`src/rtl/pcie_tlp_pkg.sv`:
```
`default_nettype none
// +--------------------------------------------------------------------------+
// | Package : pcie_tlp_pkg                                                   |
// | Shared widths, field layout of the TX FIFO word, s_axis_tx bundle and    |
// | the TX scheduler state encoding.                                         |
// | Rev 1.0 : initial release                                                |
// +--------------------------------------------------------------------------+
package pcie_tlp_pkg;

   // Width of one TX FIFO word: {tvalid, tlast, tkeep[7:0], tdata[63:0], tuser[3:0]}
   localparam int PCIE_FIFO64_TX    = 78;
   // tuser bit the PCIe core interprets as source-discontinue
   localparam int TLP_TUSER_DSC_BIT = 3;

   // Field view of a TX FIFO word; tvalid=0 words are writer sideband markers
   typedef struct packed {
      logic        tvalid;
      logic        tlast;
      logic [7:0]  tkeep;
      logic [63:0] tdata;
      logic [3:0]  tuser;
   } FIFO64_WORD_T;

   // s_axis_tx bundle toward the PCIe core
   typedef struct packed {
      logic        tvalid;
      logic [63:0] tdata;
      logic [7:0]  tkeep;
      logic        tlast;
      logic [3:0]  tuser;
   } AXIS_TX64_T;

   // Scheduler state: grant decided in TX_IDLE, one packet per INJ/LOC visit
   typedef enum logic [1:0] {
      TX_IDLE = 2'd0,
      TX_INJ  = 2'd1,
      TX_LOC  = 2'd2
   } tx_state_t;

endpackage
`default_nettype wire

```
`src/rtl/toggle_sync.sv`:
```
`default_nettype none
// +--------------------------------------------------------------------------+
// | Module : toggle_sync                                                     |
// | Brings a foreign-domain toggle in through two flops and turns each       |
// | level change into a single-cycle pulse.                                  |
// | Rev 1.0 : initial release                                                |
// +--------------------------------------------------------------------------+
module toggle_sync (
   input  logic clk,
   input  logic rst_n,
   input  logic tgl_async,
   output logic pulse
);

   // [0],[1] are the synchronizer, [2] holds the previous synchronized level
   logic [2:0] sync_q;
   logic [2:0] sync_d;

   // Shift the toggle through the synchronizer and the edge-detect history
   always_comb begin
      sync_d = {sync_q[1:0], tgl_async};
   end

   // Synchronizer and history flops
   always_ff @(posedge clk or negedge rst_n) begin
      if (!rst_n) begin
         sync_q <= 3'b000;
      end else begin
         sync_q <= sync_d;
      end
   end

   assign pulse = sync_q[1] ^ sync_q[2];

endmodule
`default_nettype wire

```
`src/rtl/tlp_tx_sched.sv`:
```
`default_nettype none
// +--------------------------------------------------------------------------+
// | Module : tlp_tx_sched                                                    |
// | Drains the FWFT TLP FIFO one complete packet at a time, merges it with a |
// | local TLP source at packet boundaries and drives s_axis_tx. Writer error |
// | markers become a source-discontinue beat or a silent drop.               |
// | Optional: TLP_TX_SCHED_STATS_EN adds packet statistic counters.          |
// | Rev 1.0 : initial release                                                |
// +--------------------------------------------------------------------------+
module tlp_tx_sched
   import pcie_tlp_pkg::*;
#(
   parameter int PKT_CNT_W     = 8,
   parameter int LOC_PRIORITY  = 0,
   parameter int TUSER_DSC_BIT = TLP_TUSER_DSC_BIT
) (
   input  logic                      pcie_clk,
   input  logic                      pcie_rst_n,
   input  logic                      pkt_done_tgl,
   output logic                      fifo_rd_en,
   input  logic [PCIE_FIFO64_TX-1:0] fifo_dout,
   input  logic                      fifo_empty,
   input  logic                      loc_tvalid,
   output logic                      loc_tready,
   input  logic [63:0]               loc_tdata,
   input  logic [7:0]                loc_tkeep,
   input  logic                      loc_tlast,
   input  logic [3:0]                loc_tuser,
   output logic                      s_axis_tx_tvalid,
   input  logic                      s_axis_tx_tready,
   output logic [63:0]               s_axis_tx_tdata,
   output logic [7:0]                s_axis_tx_tkeep,
   output logic                      s_axis_tx_tlast,
   output logic [3:0]                s_axis_tx_tuser,
   output logic [PKT_CNT_W-1:0]      pkt_pending
`ifdef TLP_TX_SCHED_STATS_EN
   ,
   output logic [31:0]               stat_inj_pkts,
   output logic [31:0]               stat_loc_pkts,
   output logic [31:0]               stat_dsc_pkts
`endif
);

   localparam logic [3:0] DSC_TUSER = 4'b0001 << TUSER_DSC_BIT;

   FIFO64_WORD_T         head;
   AXIS_TX64_T           tx;
   tx_state_t            state_q, state_d;
   logic [PKT_CNT_W-1:0] pkt_cnt_q, pkt_cnt_d;
   logic                 rr_q, rr_d;            // 0: injected source's turn, 1: local's turn
   logic                 beat_sent_q, beat_sent_d;
   logic                 inc, go_inj, grant_inj;
   logic                 ev_inj, ev_loc, ev_dsc;
   logic                 unused_head_tuser;

   assign head = fifo_dout;
   assign unused_head_tuser = ^head.tuser;

   toggle_sync u_done_sync (
      .clk       (pcie_clk),
      .rst_n     (pcie_rst_n),
      .tgl_async (pkt_done_tgl),
      .pulse     (inc)
   );

   // An injected packet may start only once it is known to be complete in the FIFO
   assign go_inj = (pkt_cnt_q != '0) &&
                   (!loc_tvalid || ((LOC_PRIORITY == 0) && !rr_q));

   // Next state, grant bookkeeping and the combinational s_axis_tx / pop datapath
   always_comb begin
      state_d     = state_q;
      rr_d        = rr_q;
      beat_sent_d = beat_sent_q;
      tx          = '0;
      fifo_rd_en  = 1'b0;
      loc_tready  = 1'b0;
      grant_inj   = 1'b0;
      ev_inj      = 1'b0;
      ev_loc      = 1'b0;
      ev_dsc      = 1'b0;
      case (state_q)
         TX_IDLE: begin
            beat_sent_d = 1'b0;
            if (go_inj) begin
               state_d   = TX_INJ;
               grant_inj = 1'b1;
               rr_d      = 1'b1;
            end else if (loc_tvalid) begin
               state_d = TX_LOC;
               rr_d    = 1'b0;
            end
         end
         TX_INJ: begin
            if (!fifo_empty) begin
               if (head.tvalid) begin
                  tx.tvalid  = 1'b1;
                  tx.tdata   = head.tdata;
                  tx.tkeep   = head.tkeep;
                  tx.tlast   = head.tlast;
                  fifo_rd_en = s_axis_tx_tready;
                  if (s_axis_tx_tready) begin
                     beat_sent_d = 1'b1;
                     if (head.tlast) begin
                        state_d = TX_IDLE;
                        ev_inj  = 1'b1;
                     end
                  end
               end else if (head.tlast) begin
                  // Writer error marker: nothing sent yet -> drop, else discontinue
                  if (!beat_sent_q) begin
                     fifo_rd_en = 1'b1;
                     state_d    = TX_IDLE;
                     ev_dsc     = 1'b1;
                  end else begin
                     tx.tvalid  = 1'b1;
                     tx.tkeep   = 8'hFF;
                     tx.tlast   = 1'b1;
                     tx.tuser   = DSC_TUSER;
                     fifo_rd_en = s_axis_tx_tready;
                     if (s_axis_tx_tready) begin
                        state_d = TX_IDLE;
                        ev_dsc  = 1'b1;
                     end
                  end
               end else begin
                  fifo_rd_en = 1'b1;
               end
            end
         end
         TX_LOC: begin
            tx.tvalid  = loc_tvalid;
            tx.tdata   = loc_tdata;
            tx.tkeep   = loc_tkeep;
            tx.tlast   = loc_tlast;
            tx.tuser   = loc_tuser;
            loc_tready = s_axis_tx_tready;
            if (loc_tvalid && s_axis_tx_tready && loc_tlast) begin
               state_d = TX_IDLE;
               ev_loc  = 1'b1;
            end
         end
         default: state_d = TX_IDLE;
      endcase
   end

   // Complete-packet count: arrivals minus injected grants, saturating at all-ones
   always_comb begin
      pkt_cnt_d = pkt_cnt_q;
      if (inc && !grant_inj) begin
         if (pkt_cnt_q != '1) begin
            pkt_cnt_d = pkt_cnt_q + PKT_CNT_W'(1);
         end
      end else if (!inc && grant_inj) begin
         pkt_cnt_d = pkt_cnt_q - PKT_CNT_W'(1);
      end
   end

   // Scheduler state, round-robin pointer, beat tracking and packet count
   always_ff @(posedge pcie_clk or negedge pcie_rst_n) begin
      if (!pcie_rst_n) begin
         state_q     <= TX_IDLE;
         pkt_cnt_q   <= '0;
         rr_q        <= 1'b0;
         beat_sent_q <= 1'b0;
      end else begin
         state_q     <= state_d;
         pkt_cnt_q   <= pkt_cnt_d;
         rr_q        <= rr_d;
         beat_sent_q <= beat_sent_d;
      end
   end

   assign s_axis_tx_tvalid = tx.tvalid;
   assign s_axis_tx_tdata  = tx.tdata;
   assign s_axis_tx_tkeep  = tx.tkeep;
   assign s_axis_tx_tlast  = tx.tlast;
   assign s_axis_tx_tuser  = tx.tuser;
   assign pkt_pending      = pkt_cnt_q;

`ifdef TLP_TX_SCHED_STATS_EN
   logic [31:0] stat_inj_q, stat_inj_d;
   logic [31:0] stat_loc_q, stat_loc_d;
   logic [31:0] stat_dsc_q, stat_dsc_d;

   // Wrapping per-event packet counters
   always_comb begin
      stat_inj_d = stat_inj_q + {31'd0, ev_inj};
      stat_loc_d = stat_loc_q + {31'd0, ev_loc};
      stat_dsc_d = stat_dsc_q + {31'd0, ev_dsc};
   end

   // Statistic counter flops
   always_ff @(posedge pcie_clk or negedge pcie_rst_n) begin
      if (!pcie_rst_n) begin
         stat_inj_q <= 32'd0;
         stat_loc_q <= 32'd0;
         stat_dsc_q <= 32'd0;
      end else begin
         stat_inj_q <= stat_inj_d;
         stat_loc_q <= stat_loc_d;
         stat_dsc_q <= stat_dsc_d;
      end
   end

   assign stat_inj_pkts = stat_inj_q;
   assign stat_loc_pkts = stat_loc_q;
   assign stat_dsc_pkts = stat_dsc_q;
`else
   logic unused_events;
   assign unused_events = ev_inj ^ ev_loc ^ ev_dsc;
`endif

endmodule
`default_nettype wire

```
`config.mk`:
```
export PLATFORM = sky130hd
export DESIGN_NAME = tlp_tx_sched
export DESIGN_NICKNAME = d
export VERILOG_FILES = /design/src/rtl/pcie_tlp_pkg.sv /design/src/rtl/toggle_sync.sv /design/src/rtl/tlp_tx_sched.sv
export SDC_FILE = /design/constraint.sdc
export NUM_CORES = 1
export LEC_CHECK = 0
export BUFFER_PORTS_ARGS = -buffer_cell sky130_fd_sc_hd__buf_2
export CORE_AREA = 3 3 94 96
export DETAILED_ROUTE_END_ITERATION = 10
export DIE_AREA = 0 0 97 99
export PLACE_DENSITY = 0.75
export SYNTH_ARGS = -nofsm -noshare
export SYNTH_HDL_FRONTEND = slang
export SYNTH_SLANG_ARGS = --single-unit
```
`constraint.sdc`:
```
create_clock -name pcie_clk -period 3.22 [get_ports pcie_clk]
set_input_delay 0.161 -clock pcie_clk [delete_from_list [all_inputs] [get_ports pcie_clk]]
set_output_delay 0.161 -clock pcie_clk [all_outputs]
set_load 0.05 [all_outputs]
```
---- Word-level counts from Yosys, hierarchy flattened ----
Index checks and enable logic that the tools add are counted.
operators by class
  $add $sub $neg .......................... 2
  equal/unequal tests ..................... 13
  mux-type cells .......................... 38
  bitwise logic cells ..................... 1
  reductions and logical operators ........ 19
operator list
  kind                   number
  $pmux W78 S2           1
  $mux W78               1
  $mux W64               1
  $mux W13               2
  $mux W8                3
  $mux W2                10
  $mux W1                16
  $ne A3 B3 Y1 const B   5
  $mux W9                1
  $add A8 B1 Y8 const B  1
  $ne A2 B2 Y1 const B   4
  $ne A8 B8 Y1 const B   1
  $reduce_bool A8 Y1     1
  $sub A8 B1 Y8 const B  1
  $reduce_and A7 Y1      1
  $pmux W2 S3            1
  $reduce_bool A2 Y1     3
  $logic_and A1 B1 Y1    5
  $logic_not A1 Y1       4
  $mux W4                1
  $reduce_and A2 Y1      2
  $reduce_and A4 Y1      1
  $eq A2 B1 Y1 const B   1
  $eq A2 B2 Y1 const B   1
  5 further kinds        5
storage, ports and cells
  bits in registers ....................... 15
  input bits .............................. 161
  output and inout bits ................... 88
  logic and storage cells ................. 78

---- Logic depth before layout (Yosys ltp) ----
Gate-level depths: netlist (run 1).
  depth in word-level cells ............... 9
  mapped depth ............................ 10
  depth with buffers taken out ............ 10

---- Hierarchy ----
From an unflattened synthesis (run 1), not the netlist that was laid out.
unflattened totals
  cells, all modules ...................... 284
  area total of the unflattened synthesis .. 2178.3 um^2
modules (own cells, without submodules)
  module        instances  cells each  area an instance (um^2)  seq. area each (um^2)
  tlp_tx_sched  1          280         2094.5                   300.3
  toggle_sync   1          4           83.8                     75.1

---- Least setup slack after synthesis (run 1) ----
OpenSTA, ideal clock, no wires.
  path type ............................... flip-flop to flip-flop
  from .................................... register pkt_cnt_q[1] (netlist: pkt_pending[1])
  to ...................................... register pkt_cnt_q[5] (netlist: pkt_pending[5])
  library setup time ...................... 0.125 ns
  arrival ................................. 2.857 ns
  data required time ...................... 3.095 ns
  slack ................................... 0.238 ns
  cell stages (with the launch flop) ...... 10
  buffers on the path ..................... 0
  cell sequence ........................... dfrtp_1 > or4_4 > o211ai_4 > nand2_1 > ha_1 > a21o_1 > a21oi_1 > o21ai_0 > xor2_1 > mux2_4
between the ends
  longest elaborated chain between the ends .. 8
ends and longest elaborated chain
  element                                                              line                 RTL
  start: declaration                                                   tlp_tx_sched.sv:49   logic [PKT_CNT_W-1:0] pkt_cnt_q, pkt_cnt_d;
  start signal: assignment                                             tlp_tx_sched.sv:168  pkt_cnt_q <= pkt_cnt_d;
  $reduce_bool A8 Y1                                                   tlp_tx_sched.sv:67   assign go_inj = (pkt_cnt_q != '0) &&
  $logic_and A1 B1 Y1                                                  tlp_tx_sched.sv:67
  $mux W1                                                              tlp_tx_sched.sv:85   if (go_inj) begin
  $mux W1                                                              tlp_tx_sched.sv:82   case (state_q)
  $logic_not A1 Y1                                                     tlp_tx_sched.sv:150  if (inc && !grant_inj) begin
  $logic_and A1 B1 Y1                                                  tlp_tx_sched.sv:150
  $ne A2 B1 Y1 (no line) / $reduce_bool A2 Y1 (equally long branches)  --
  $reduce_and A2 Y1 (no line)                                          --
Parallel ways exist; a longest one is shown, timed or not. The select of a mux whose other input is x is not followed.
A chain may end at the register's enable or synchronous reset.

---- Worst setup path after layout (run 1) ----
  from .................................... register pkt_cnt_q[4] (netlist: pkt_pending[4])
  to ...................................... register pkt_cnt_q[5] (netlist: pkt_pending[5])
The elaborated chain is that of the path after synthesis.

==> results of run 1 <==
stage by stage:
step                utilization  total power, mW  hold WS [ns]  std cells  area, µm²
finish                   0.4336            3.093       0.02104        613       3527
global route             0.4336            3.315       0.01898        613       3527
CTS                      0.4333            3.110       0.01355        613       3525
detailed placement       0.4266            2.941       0.09379        608       3470
global placement         0.4266            2.886       0.08783        608       3470
floorplan                     -            2.366       -0.1346        281       2161
worst reg2reg max path: cells and delay by family, from the launching register on:
| family | cells | cell delay [ns] |
|---|---|---|
| simple gates | 2 | 0.79 |
| xor+xnor | 1 | 0.16 |
| compound gates | 4 | 0.89 |
| fa+ha+maj | 1 | 0.33 |
| mux | 1 | 0.26 |
| flops | 1 | 0.43 |
Yosys cell counts:
| library cell | count |
|---|---|
| a21boi_1 | 10 |
| a21o_1 | 1 |
| a21oi_1 | 10 |
| a221o_1 | 1 |
| a22o_1 | 1 |
| a22oi_1 | 64 |
| a31oi_1 | 1 |
| and2_1 | 5 |
| and3b_1 | 1 |
| buf_1 | 4 |
| clkbuf_1 | 20 |
| dfrtp_1 | 15 |
| fa_1 | 1 |
| ha_1 | 9 |
| inv_1 | 5 |
| mux2_4 | 4 |
| mux2i_1 | 3 |
| mux2i_2 | 1 |
| nand2_1 | 16 |
| nand2b_1 | 1 |
| nand3_1 | 1 |
| nand3b_1 | 1 |
| nand4_1 | 3 |
| nor2_1 | 6 |
| nor2b_1 | 70 |
| o211ai_1 | 1 |
| o211ai_4 | 1 |
| o21a_1 | 2 |
| o21ai_0 | 9 |
| o21ai_1 | 3 |
| o31ai_1 | 1 |
| or4_4 | 2 |
| xnor2_1 | 4 |
| xor2_1 | 4 |
power breakdown:
part           internal, mW  total [mW]  switching, mW  leakage [nW]
clock network        0.0876       0.154         0.0661        0.0228
logic                 0.948        2.58           1.63          1.57
registers             0.270       0.364         0.0941         0.177
total                  1.31        3.09           1.79          1.77
worst max-delay path by stage:
stage                         startpoint              to  slack (ns)  cells after the start
after floorplan           pkt_pending[1]  pkt_pending[5]        0.24                      9
after global placement    pkt_pending[4]  pkt_pending[5]        0.29                      9
after detailed placement  pkt_pending[4]  pkt_pending[5]        0.23                      9
after CTS                 pkt_pending[4]  pkt_pending[5]        0.19                      9
after global routing      pkt_pending[1]  pkt_pending[5]        0.09                      9
final                     pkt_pending[4]  pkt_pending[5]        0.26                      9
state kept, by name, indices dropped and copies added, names as in the netlist:
register            cells
beat_sent_q             1
state_q                 2
u_done_sync.sync_q      3
rr_q                    1
pkt_pending             8
cells by family (layout without fill, tap and decap cells):
family / Yosys count / in the layout / synth area share
AOI/OAI and AO/OA: 105 / 105 / 0.3468
xor gates and xnor gates: 8 / 8 / 0.03242
adders and majority gates: 10 / 10 / 0.06138
buffers and inverters: 29 / 256 / 0.05037
DFF: 15 / 15 / 0.1737
muxes: 8 / 8 / 0.04806
and+or+nand+nor: 106 / 106 / 0.2872
cell type report:
type | count | share of cell area
clock buffers | 4 | 0.01277
well taps | 105 | 0.03725
repair buffers | 247 | 0.3604
multi-input cells | 237 | 0.4778
flip-flops and latches | 15 | 0.1064
inverters | 5 | 0.005321
routing by layer:
layer | up-vias | share of wire | track usage
met5 | - | 0.0041 | 0
met4 | 6 | 0.020 | 0.04644
met3 | 20 | 0.099 | 0.06794
li1 | 1474 | - | -
met2 | 125 | 0.51 | 0.3439
met1 | 1408 | 0.37 | 0.2081
repair_timing:
item | 4_1_cts | 5_1_grt
resized for setup | 0 | 1
hold buffers | 1 | 0
endpoints found under the setup margin | 0 | 1
hold endpoints to repair | 15 | 0
==> key figures, run 1 <==
Finish
  – Commonest non-fill, non-tap cell in the layout: buf_2
  – P&R area growth vs syn: 63.23%
  – Commonest cells after routing, fill and taps aside: 244 x buf_2, 70 x nor2b_1, 64 x a22oi_1
  – Fraction of layout instances using a drive strength above 1: 0.5138
  – Fillers: 837
  – N_diodes: 0
  – Area of the multi-input gates: 1685 µm²
  – Nets@finish: 680
  – Storage cell area: 375.4 µm²

Clock tree
  – Clock sinks: 15
  – CTS buffer count: 3
  – Clk slew on worst S/H paths: 0.06 ns
  – Longest Clk Path Bufs: 2
  – CTS tree: built
  – Clock root buffer master: clkbuf_8
  – # Post-CTS Setup Buffers: 0
  – H-tree depth: 1
  – Clk_lat worst skew: 0.25 ns

Floorplanning
  – Initial Util: 0.2657
  – Die area: 9603 µm²
  – Die Y: 99 µm
  – DIE WIDTH: 97 µm
  – Core area: 8134 µm²
  – Row cnt: 33
  – IO Count: 249

Routing
  – DRT Pass-1 Iters: 4
  – Per-cell routed wire length: 16.29 µm
  – WL final: 9.988 mm
  – Vias: 3,033
  – 1st-iter DRT viols: 102
  – Via-to-Cell Ratio: 4.948
  – Remaining DRCs: 0
  – Routed Antenna Nets: 0

Power and ir drop
  – Leak: 1.767 nW
  – PD cells: 876.9 nW/µm²
  – VDD IR-drop max: 738.1 µV

Synthesis
  – Synth area leaders: a22oi_1 22%, nor2b_1 20%, dfrtp_1 17%
  – Synth top area share: 0.2224
  – Sequential area share after synthesis: 0.1737
  – Syn avg cell area: 7.690 µm²
  – Synth area leader: a22oi_1
  – Post-synth net total: 452
  – Syn Std Cell Area: 2161 µm²
  – #FFs+latches synth: 15
  – Unique cell type count in the Yosys netlist: 34
  – Synth warn: 0
  – Cells after synthesis: 281

Setup path
  – Crit path max-delay family: compound AO/OA/AOI/OAI gates
  – Crit-path max cell delay: 0.59 ns
  – Worst EP arrival: 3.09 ns
  – Critical Setup Path Class: flop to flop
  – Critical path buffer and inverter count: 0
  – R2R Path End: pkt_pending[5]
  – Reg2Reg Depth: 9
  – CP max stage cell: or4_4
  – Startpoint types: flop
  – CP max FO: 7
  – Crit. End Element: flop
  – R2r setup slk: 0.26 ns
  – Critical path cell sequence: or4_4 -> o211ai_4 -> nand2_2 -> ha_1 -> a21o_1 -> a21oi_1 -> o21ai_0 -> xor2_1 -> mux2_4
  – Worst r2r src: pkt_pending[4]
  – Worst path required time: 3.35 ns

Global route
  – Initial antenna violation count: 3
  – Vias in the first global route: 2,832
  – First-pass GRT wire length: 14.80 mm
  – Grt ovf: 0
  – GRT Overall Usage: 0.1885
  – Pin count of the biggest net entering global routing: 76

Run
  – Number of max-cap violations: 0

Hold path
  – Hold Crit Start: pkt_done_tgl
  – Min-delay worst type: primary input to flop
  – Hold Path Cell Cnt: 1
  – Hold endpoint: u_done_sync.sync_q[0]

STA
  – Post-route clock period utilization: 0.9193
  – Clock Skew: 0.007330 ns
  – FMAX: 337.8 MHz
  – Hold Fails Final Rpt: 0
  – Setup tns final: 0 ns
  – Tmin final: 2.960 ns
  – # setup viols final: 0
  – Setup ws final: 0.2598 ns
  – Worst Tran Pin Value: 0.9587 ns
  – RSZ-0062 raised after global routing: no
  – Max-slew violation count: 0
  – Slew Limit Headroom: 0.3609

Place
  – HPWL after DPL: 8.158 mm
  – DP Worst Slack: 0.2285 ns
  – Final GP Congestion: 0.8846
  – Port Buffers: 244

Outcome
  – Status: finished clean
Note: power is estimated with default switching activity, not from simulation.
==> run 2: changes to the inputs <==
==> constraint.sdc (replaced) <==
create_clock -name pcie_clk -period 3.22 [get_ports pcie_clk]
set_input_delay 0.322 -clock pcie_clk [delete_from_list [all_inputs] [get_ports pcie_clk]]
set_output_delay 0.322 -clock pcie_clk [all_outputs]
set_load 0.05 [all_outputs]
==> key figures, run 2 (synthesis results as in run 1) <==
Clock tree
  – Clock root buffer master: clkbuf_8
  – CTS tree: built
  – H-tree depth: 1 (unchanged)
  – Clock sinks: 15 (unchanged)
  – CTS buffer count: 3 (unchanged)
  – # Post-CTS Setup Buffers: 0 (unchanged)
  – Clk_lat worst skew: 0.25 ns (about the same)
  – Longest Clk Path Bufs: 2 (unchanged)
  – Clk slew on worst S/H paths: 0.06 ns (about the same)

STA
  – # setup viols final: 0 (unchanged)
  – Post-route clock period utilization: 0.9027 (-0.01660)
  – Setup ws final: 0.3132 ns (+0.05346 ns)
  – Hold Fails Final Rpt: 0 (unchanged)
  – RSZ-0062 raised after global routing: no
  – Slew Limit Headroom: 0.5165 (+0.1556)
  – Setup tns final: 0 ns (unchanged)
  – Clock Skew: 0.003581 ns (-0.003749 ns)
  – Worst Tran Pin Value: 0.7111 ns (-0.2475 ns)
  – FMAX: 344.0 MHz (+1.8%)
  – Tmin final: 2.907 ns (-0.05346 ns)
  – Max-slew violation count: 0 (unchanged)

Routing
  – WL final: 9.950 mm (-0.38%)
  – Per-cell routed wire length: 16.15 µm (-0.87%)
  – DRT Pass-1 Iters: 4 (unchanged)
  – 1st-iter DRT viols: 75 (-26%)
  – Vias: 2,993 (-1.3%)
  – Routed Antenna Nets: 0 (unchanged)
  – Via-to-Cell Ratio: 4.859 (-1.8%)
  – Remaining DRCs: 0 (unchanged)

Setup path
  – Worst r2r src: pkt_pending[1]
  – Crit path max-delay family: compound AO/OA/AOI/OAI gates
  – Crit. End Element: flop
  – Critical path cell sequence: or4_4 -> o211ai_4 -> nand2_2 -> ha_1 -> a21o_1 -> a21oi_1 -> o21ai_0 -> xor2_1 -> mux2_4
  – Critical Setup Path Class: flop to flop
  – Worst EP arrival: 3.04 ns (-0.05 ns)
  – R2R Path End: pkt_pending[5]
  – Critical path buffer and inverter count: 0 (unchanged)
  – Worst path required time: 3.35 ns (about the same)
  – Reg2Reg Depth: 9 (unchanged)
  – R2r setup slk: 0.31 ns (+0.05 ns)
  – Crit-path max cell delay: 0.59 ns (about the same)
  – CP max FO: 7 (unchanged)
  – Startpoint types: flop
  – CP max stage cell: or4_4

Finish
  – Commonest non-fill, non-tap cell in the layout: buf_2
  – N_diodes: 0 (unchanged)
  – Max reg flops: 8 (unchanged)
  – Commonest cells after routing, fill and taps aside: 244 x buf_2, 70 x nor2b_1, 64 x a22oi_1
  – Fillers: 846 (+1.1%)
  – Nets@finish: 683 (+0.44%)
  – Fraction of layout instances using a drive strength above 1: 0.5166 (+0.002855)
  – P&R area growth vs syn: 63.69%
  – Non-filler cells, final: 616 (+0.49%)

Global route
  – GRT Overall Usage: 0.1919 (+0.003439)
  – Vias in the first global route: 2,909 (+2.7%)
  – Grt ovf: 0 (unchanged)
  – Initial antenna violation count: 2 (-1)
  – Pin count of the biggest net entering global routing: 54 (-29%)
  – First-pass GRT wire length: 15.05 mm (+1.7%)

Place
  – Inst Count DP: 611 (+0.49%)
  – DP Worst Slack: 0.2296 ns (+0.001052 ns)
  – HPWL after DPL: 8.183 mm (+0.30%)
  – Port Buffers: 244 (unchanged)
  – Final GP Congestion: 0.8896 (+0.57%)

Power and ir drop
  – PD cells: 877.5 nW/µm² (about the same)
  – Net Sw Power: 1.792 mW (+0.27%)
  – Power Internal: 1.312 mW (+0.47%)
  – Switching Fraction: 0.5772 (about the same)
  – Comb power frac: 0.834 (about the same)
  – Leak: 1.779 nW (+0.68%)
  – Clock power frac: 0.049 (about the same)
  – Reg power frac: 0.117 (about the same)
  – VDD IR-drop max: 679.8 µV (-7.9%)

Floorplanning
  – Row cnt: 33 (unchanged)
  – Initial Util: 0.2657 (unchanged)
  – DIE WIDTH: 97 µm (unchanged)
  – Die area: 9603 µm² (unchanged)
  – IO Count: 249 (unchanged)
  – Core area: 8134 µm² (unchanged)
  – Die Y: 99 µm (unchanged)

Hold path
  – Hold Path Cell Cnt: 1 (unchanged)
  – Hold endpoint: u_done_sync.sync_q[0]
  – Hold Crit Start: pkt_done_tgl
  – Min-delay worst type: primary input to flop

Run
  – Number of max-cap violations: 0 (unchanged)

Outcome
  – Status: finished clean
-- run 2: cell types whose count changed in the layout (fill, tap and decap cells not counted) --
cell / previous run / this run
buf_12: 2 / 1
buf_4: 0 / 4
-- run 2: worst max-delay path by stage --
stage | start | endpoint | slack, ns | depth (start not counted)
global route | pkt_pending[1] | pkt_pending[5] | 0.13 | 9
CTS | pkt_pending[1] | pkt_pending[5] | 0.19 | 9
detailed placement | pkt_pending[1] | pkt_pending[5] | 0.23 | 9
finish | pkt_pending[1] | pkt_pending[5] | 0.31 | 9
floorplan | pkt_pending[1] | pkt_pending[5] | 0.24 | 9
global placement | pkt_pending[4] | pkt_pending[5] | 0.30 | 9
-- run 2: timing repair --
| action | 4_1_cts | 5_1_grt |
|---|---|---|
| hold endpoints to repair | 15 | 0 |
| gates resized for setup | 0 | 1 |
| endpoints found under the setup margin | 0 | 1 |
| hold buffers | 1 | 0 |
-- run 2: power groups by stage --
stage | sequential [mW] | clock, mW | combinational (mW)
after floorplan | 0.529 | 0 | 1.84
after global placement | 0.356 | 0 | 2.54
after detailed placement | 0.365 | 0 | 2.59
after CTS | 0.362 | 0.154 | 2.60
after global routing | 0.379 | 0.168 | 2.78
final | 0.364 | 0.152 | 2.59
-- run 2: layer usage --
| layer | track usage | part of all wire | vias up |
|---|---|---|---|
| li1 | - | - | 1484 |
| met1 | 0.2258 | 0.39 | 1362 |
| met2 | 0.3519 | 0.51 | 135 |
| met3 | 0.05591 | 0.092 | 10 |
| met4 | 0.02916 | 0.0093 | 2 |
| met5 | 0 | 0.0013 | - |
-- run 2: final cells by class --
cell class	count	area, µm²	share of cell area
well taps	105	131.4	0.03714
clock buffers	4	45.04	0.01273
repair buffers	250	1281	0.3622
inverters	5	18.77	0.005306
flip-flops and latches	15	375.4	0.1061
multi-input cells	237	1685	0.4765
-- run 2: through the flow --
stage          hold WS [ns]  total power, mW  cell area [µm²]  utilization
4_1_cts              0.1789            3.119             3535       0.4345
6_report             0.1806            3.104             3537       0.4349
3_3_place_gp         0.2483            2.895             3480       0.4278
5_1_grt              0.1783            3.325             3537       0.4349
2_1_floorplan       0.02641            2.366             2161            -
3_5_place_dp         0.2527            2.955             3480       0.4278
